<file path="src/rtl/tdc_readout_pkg.sv">
// Shared constants and state encoding for the TDC readout scheduler.
// Word types live in bits [31:28] of every FIFO word.
package tdc_readout_pkg;
    localparam int NUM_SRC = 4;

    localparam logic [3:0] HDR   = 4'b0001;
    localparam logic [3:0] TRL   = 4'b0010;
    localparam logic [3:0] LEAD  = 4'b0100;
    localparam logic [3:0] TRAIL = 4'b0101;
    localparam logic [3:0] ERR   = 4'b0110;

    localparam logic [3:0] ABORT_TIMEOUT = 4'd1;
    localparam logic [3:0] ABORT_OVERLEN = 4'd2;

    typedef enum logic [2:0] {
        S_IDLE,
        S_ARB,
        S_READ,
        S_CAPTURE,
        S_PUSH,
        S_ABORT
    } state_t;

    // Synthetic error word that closes an aborted event.
    function automatic logic [31:0] abort_word(input logic [1:0] src, input logic [3:0] code);
        return {ERR, 2'b00, src, 20'hE0000, code};
    endfunction
endpackage

</file>
<file path="src/rtl/tdc_readout_scheduler_arb.sv">
// Four-way round-robin search: first requester at or after ptr, wrapping.
// Purely combinational; valid is low when nobody requests.
module rr_arbiter4 (
    input  logic [3:0] req,
    input  logic [1:0] ptr,
    output logic [1:0] grant,
    output logic       valid
);
    // Walk from the farthest offset down so the nearest requester wins.
    always_comb begin
        grant = ptr;
        valid = 1'b0;
        for (int k = 3; k >= 0; k--) begin
            if (req[ptr + 2'(k)]) begin
                grant = ptr + 2'(k);
                valid = 1'b1;
            end
        end
    end
endmodule

</file>
<file path="src/rtl/tdc_readout_scheduler.sv">
// Drains TDC FIFOs one whole event at a time in round-robin order and
// forwards words to the event builder, aborting on timeout or overlength.
module tdc_readout_scheduler
    import tdc_readout_pkg::*;
#(
    parameter int NUM_SRC   = 4,
    parameter int MAX_WORDS = 256
) (
    input  logic                  clk,
    input  logic                  rst,
    input  logic                  enable,
    input  logic [NUM_SRC-1:0]    fifo_empty,
    input  logic [32*NUM_SRC-1:0] fifo_data,
    output logic [NUM_SRC-1:0]    fifo_rd_en,
    input  logic [15:0]           timeout_limit,
    output logic [31:0]           out_data,
    output logic                  out_valid,
    input  logic                  out_ready,
    output logic [1:0]            out_src,
    output logic                  frame_start,
    output logic                  frame_end,
    output logic                  timeout_err,
    output logic [15:0]           drop_count,
    output logic                  busy
);
    state_t      state;
    logic [1:0]  last_grant;
    logic [15:0] empty_cnt;
    logic [15:0] word_cnt;
    logic        is_first;
    logic        is_last;
    logic [1:0]  arb_grant;
    logic        arb_valid;
    logic [31:0] word;
    logic        hs;

    rr_arbiter4 u_arb (
        .req   (~fifo_empty),
        .ptr   (last_grant + 2'd1),
        .grant (arb_grant),
        .valid (arb_valid)
    );

    assign word = fifo_data[32*out_src +: 32];
    assign hs   = out_valid & out_ready;
    assign busy = (state != S_IDLE);

    // Strobe and frame markers are decoded so they land in READ and on the
    // handshake cycle itself; reset suppresses them immediately.
    assign fifo_rd_en  = (state == S_READ && !fifo_empty[out_src] && !rst) ?
                         NUM_SRC'(1) << out_src : '0;
    assign frame_start = hs & is_first & ~rst;
    assign frame_end   = hs & is_last & ~rst;

    always_ff @(posedge clk) begin
        if (rst) begin
            state       <= S_IDLE;
            last_grant  <= 2'd3;
            out_valid   <= 1'b0;
            out_data    <= '0;
            out_src     <= '0;
            timeout_err <= 1'b0;
            drop_count  <= '0;
            empty_cnt   <= '0;
            word_cnt    <= '0;
            is_first    <= 1'b0;
            is_last     <= 1'b0;
        end else begin
            timeout_err <= 1'b0;
            case (state)
                S_IDLE: if (enable && !(&fifo_empty)) state <= S_ARB;
                S_ARB: begin
                    if (enable && arb_valid) begin
                        out_src   <= arb_grant;
                        empty_cnt <= '0;
                        word_cnt  <= '0;
                        state     <= S_READ;
                    end else begin
                        state <= S_IDLE;
                    end
                end
                S_READ: begin
                    if (!fifo_empty[out_src]) begin
                        empty_cnt <= '0;
                        state     <= S_CAPTURE;
                    end else if (timeout_limit != 16'd0 && empty_cnt >= timeout_limit - 16'd1) begin
                        out_data    <= abort_word(out_src, ABORT_TIMEOUT);
                        out_valid   <= 1'b1;
                        is_first    <= 1'b0;
                        is_last     <= 1'b1;
                        timeout_err <= 1'b1;
                        state       <= S_ABORT;
                    end else if (empty_cnt != 16'hFFFF) begin
                        empty_cnt <= empty_cnt + 16'd1;
                    end
                end
                S_CAPTURE: begin
                    if (word_cnt == 16'd0 && word[31:28] != HDR) begin
                        // Orphan data before any header: discard and keep looking.
                        drop_count <= (drop_count == 16'hFFFF) ? drop_count : drop_count + 16'd1;
                        state      <= S_READ;
                    end else if (word[31:28] != TRL && word_cnt == 16'(MAX_WORDS - 1)) begin
                        // Only the trailer may occupy the last slot of an event.
                        drop_count  <= (drop_count == 16'hFFFF) ? drop_count : drop_count + 16'd1;
                        out_data    <= abort_word(out_src, ABORT_OVERLEN);
                        out_valid   <= 1'b1;
                        is_first    <= 1'b0;
                        is_last     <= 1'b1;
                        timeout_err <= 1'b1;
                        state       <= S_ABORT;
                    end else begin
                        out_data  <= word;
                        out_valid <= 1'b1;
                        is_first  <= (word_cnt == 16'd0);
                        is_last   <= (word[31:28] == TRL);
                        state     <= S_PUSH;
                    end
                end
                S_PUSH: begin
                    if (out_ready) begin
                        out_valid <= 1'b0;
                        word_cnt  <= word_cnt + 16'd1;
                        if (is_last) begin
                            last_grant <= out_src;
                            state      <= S_IDLE;
                        end else begin
                            state <= S_READ;
                        end
                    end
                end
                S_ABORT: begin
                    if (out_ready) begin
                        out_valid  <= 1'b0;
                        last_grant <= out_src;
                        state      <= S_IDLE;
                    end
                end
                default: state <= S_IDLE;
            endcase
        end
    end
endmodule
</file>
<file path="config.mk">
export PLATFORM = sky130hd
export DESIGN_NAME = tdc_readout_scheduler
export DESIGN_NICKNAME = d
export VERILOG_FILES = /design/src/rtl/tdc_readout_pkg.sv /design/src/rtl/tdc_readout_scheduler_arb.sv /design/src/rtl/tdc_readout_scheduler.sv
export SDC_FILE = /design/constraint.sdc
export NUM_CORES = 1
export LEC_CHECK = 0
export BUFFER_PORTS_ARGS = -buffer_cell sky130_fd_sc_hd__buf_4
export CAP_MARGIN = 20
export CORE_MARGIN = 3
export CORE_UTILIZATION = 50
export CTS_BUF_LIST = sky130_fd_sc_hd__clkbuf_16
export DETAILED_ROUTE_END_ITERATION = 12
export PLACE_DENSITY = 0.79
export SLEW_MARGIN = 15
export SYNTH_ARGS = -nofsm -noshare
export SYNTH_HDL_FRONTEND = slang
export SYNTH_SLANG_ARGS = --single-unit
</file>
<file path="constraint.sdc">
create_clock -name clk -period 7.7 [get_ports clk]
set_input_delay 0.77 -clock clk [delete_from_list [all_inputs] [get_ports clk]]
set_output_delay 0.77 -clock clk [all_outputs]
set_load 0.005 [all_outputs]
</file>
==> impl_metrics.ini <==
[route]
detail_route.drc_violations = 0
postRouteWirelength_um = 18000
ant_nets = 0
first_iter_violations = 341
vias_per_cell = 5.96
drt_first_pass_iters = 5
routedWlPerCell_um = 18.2
routed-via-count = 5905

[place]
dpl.hpwl_um = 13900
placement.setup.worst_slack_ns = 2.90
gp_congestion = 0.896
cell_count_after_placement = 974
port_buffers = 210

[sta]
setup_total_negative_slack_ns = 0
timing.final.ws_setup_ns = 3.50
report.final.setup_viol = 0
final_hold_viol_count = 0
final.min_clock_period_ns = 4.20
highest_achievable_clock_rate_mhz = 238
maxSlewHeadroom = 0.502
worst_margin_pin_slew_ns = 0.747
layout_worst_path_cycle_share = 0.545
clock_skew_after_layout_ns = 0.0137
slew_viol_final = 0
rsz0062_at_grt = no

[power_and_ir_drop]
netSwitchingFraction = 0.250
share_clk_of_total_power = 0.397
vdd_ir_drop_max_mv = 0.101
design_internal_power_uw = 781
seq_power_share = 0.459
power.net_switching_uw = 260
total_leakage_power_nw = 3.05
combPwrFrac = 0.144
power.density_nw_per_um2 = 137

[floorplanning]
floorplan.initialDensity = 0.521
floorplan.die_area_um2 = 12800
die_width_um = 113
floorplan.die.height_um = 113
rows = 38
floorplan.core_area_um2 = 11000
boundaryPins = 211

[cells_and_area]
final-instance-count-excl-fill = 990
n_antenna_cell = 0
num-nets-final = 1019
area_growth_pct = 32.5
fillers = 873
ratio_of_cells_with_drive_above_1_in_the_final_layout = 0.321

[cts]
cts-root-buf = clkbuf_16
cts-buffers-inserted = 9
cts_resized = 0
cts.reportedPaths.clkPinSlew_ns = 0.07
cts_setup_buffers = 0
max_clock_buf_depth = 2
worstSkewPairLatency_ns = 0.35
tritoncts_clock_tree = done
htree_num_levels = 3
clkSinkCount = 91
cts-hold-fix-buffers = 0

[grt]
grt_pass1_wl_um = 28400
globalRouteTotalUtil = 0.274
grt_antenna_before_repair = 0
grt_max_degree = 74
via_count_of_the_first_global_routing_pass = 5961
grt_overflow_total = 0

[yosys]
synthDominantAreaCellType = dfxtp_1
asyncSetResetFlopFracSynth = 0
synth.top_cell.area_share = 0.317
synth_area_per_cell_um2 = 8.71
synth_top_flop_cell = dfxtp_1
ys_types = 62
synth_seq_area_share = 0.317
synth_seq_cells = 91
synth_warnings = 0
syn-cell-area_um2 = 5750
total_nets_after_synthesis = 834
ys_top_cells_by_area = dfxtp_1 (32%), mux4_2 (13%), a21oi_1 (5.0%), ha_1 (4.8%), nor2_1 (4.5%)
number_of_synthesized_flops_with_an_enable_pin = 0
synthCells = 660

[run_status]
status = finished clean

[worst_setup_path]
cpPeakStageDelay_ns = 0.69
worst_r2r_endpoint = out_data[20]
crit_arrival_ns = 4.46
worst_r2r_startpoint = out_src[0]
crit_buf_inv = 1
critical_path_class = primary input to flip-flop
r2r_slack_ns = 4.41
path_cells = buf_4 -> nor4_1 -> nand2_1 -> nor4_1 -> xnor2_1 -> ha_1 -> nand4_1 -> nor2_1 -> o211ai_1 -> o21ai_0 -> a21o_2 -> nand3_1 -> a21oi_1
critical_path_peak_fanout = 37
cp-start-kind = primary input
timing.critical_path.mode_cell = nor4_1
worstRegToRegCells = 8
cp_slowest_cell = a21o_2
worst_ep_required_time_ns = 7.96
cp_top_family = simple AND/OR/NAND/NOR gates
cp-end-kind = flip-flop

[run]
maxCapViolations = 0

[hold_path]
min-delay-start = out_data[8]
worstHoldPathType = flip-flop to flip-flop
hold_path_end = out_data[8]
cell_depth_of_the_worst_min_delay_path = 2
-- per-layer routing --
layer	share of wire	GRT usage	vias to the layer above	routed length (um)
met5	0	0	-	0
met4	0.048	0.149	0	872
met3	0.054	0.0471	58	982
met2	0.51	0.490	224	9190
met1	0.39	0.310	2819	6980
li1	-	-	2804	-
-- layout make-up --
class | count | area (um^2) | share of cell area
Inverter | 10 | 37.5 | 0.00493
Timing Repair Buffer | 213 | 1600 | 0.210
Multi-Input combinational cell | 520 | 3700 | 0.486
Clock buffer | 9 | 225 | 0.0296
Sequential cell | 91 | 1820 | 0.239
Clock inverter | 7 | 52.6 | 0.00690
Tap cell | 140 | 175 | 0.0230
-- through the flow --
step / total power [mW] / hold slack, ns / instance area, um^2 / util
after floorplan: 0.556 / 0.428 / 5750 / -
after CTS: 1.04 / 0.455 / 7620 / 0.691
after global routing: 1.08 / 0.479 / 7620 / 0.691
final: 1.04 / 0.456 / 7620 / 0.691
after global placement: 0.633 / 0.440 / 7340 / 0.665
after detailed placement: 0.637 / 0.448 / 7340 / 0.665
-- flip-flops by register name, indices dropped and copies added (netlist names) --
signal       flops
last_grant       2
out_src          2
empty_cnt       16
drop_count      16
is_last          1
state            3
timeout_err      1
out_data        32
word_cnt        16
out_valid        1
is_first         1
-- worst reg2reg max path, stage by stage (launching register included) --
cell,delay [ns]
dfxtp_2,0.31
buf_4,0.55
mux4_2,0.66
or2_0,0.28
nand2b_1,0.17
a21oi_1,0.29
a21o_2,0.60
nand3_1,0.16
a21oi_1,0.20
-- logic make-up (layout without fill, tap and decap cells) --
group                      count (synthesis)  in the layout  share of synthesized area
and+or+nand+nor                          301            301                      0.273
AOI/OAI and AO/OA                        119            119                      0.127
DFF                                       91             91                      0.317
buffers and inverters                     49            239                     0.0390
xor gates and xnor gates                  42             42                     0.0640
muxes                                     36             36                      0.132
adders and majority gates                 22             22                     0.0479
-- worst max path at each step --
stage	start	endpoint	slack, ns	cells past startpoint
after global placement	timeout_limit[2]	out_data[1]	3.21	13
after floorplan	timeout_limit[4]	empty_cnt[13]	4.11	14
after detailed placement	timeout_limit[4]	out_data[19]	2.90	13
final	timeout_limit[2]	out_data[20]	3.50	13
after CTS	timeout_limit[2]	out_data[19]	3.25	13
after global routing	timeout_limit[2]	out_data[14]	2.91	13
-- cells in the mapped netlist, types with 8 or more instances --
cell type  instances
nand2_1           67
clkbuf_1          19
nor3_1            22
nand2b_1           8
xnor2_1           14
dfxtp_1           91
inv_1             10
a21oi_1           58
nand3_1           45
and3_1            14
ha_1              22
nand4_1           21
xor2_1            28
nor2_1            69
nor2b_1           10
o21ai_0           19
buf_4              8
mux4_2            32
buf_2              8
-- placed cells by master (no fill, tap or decap), drive strengths merged, types with 4 or more instances in the layout --
cell    netlist  final
nor2b        11     11
nor3         22     22
o21ai        19     19
and4          6      6
or3           4      4
nor2         70     70
nand3        45     45
inv          10     13
nor4          7      7
xnor2        14     14
a211oi        5      5
dfxtp        91     91
mux4         32     32
clkbuf       19      9
xor2         28     28
mux2i         4      4
buf          20    213
nand2        67     67
a21oi        59     59
nand4        21     21
o31ai         6      6
and3         14     14
nand2b        8      8
ha           22     22
-- power by group through the flow --
stage / clock [mW] / combinational [mW] / sequential [mW]
2_1_floorplan: 0 / 0.0714 / 0.485
3_3_place_gp: 0 / 0.145 / 0.488
3_5_place_dp: 0 / 0.149 / 0.488
4_1_cts: 0.416 / 0.150 / 0.477
5_1_grt: 0.438 / 0.162 / 0.478
6_report: 0.413 / 0.150 / 0.478
Power figures use the tool's default switching activity.
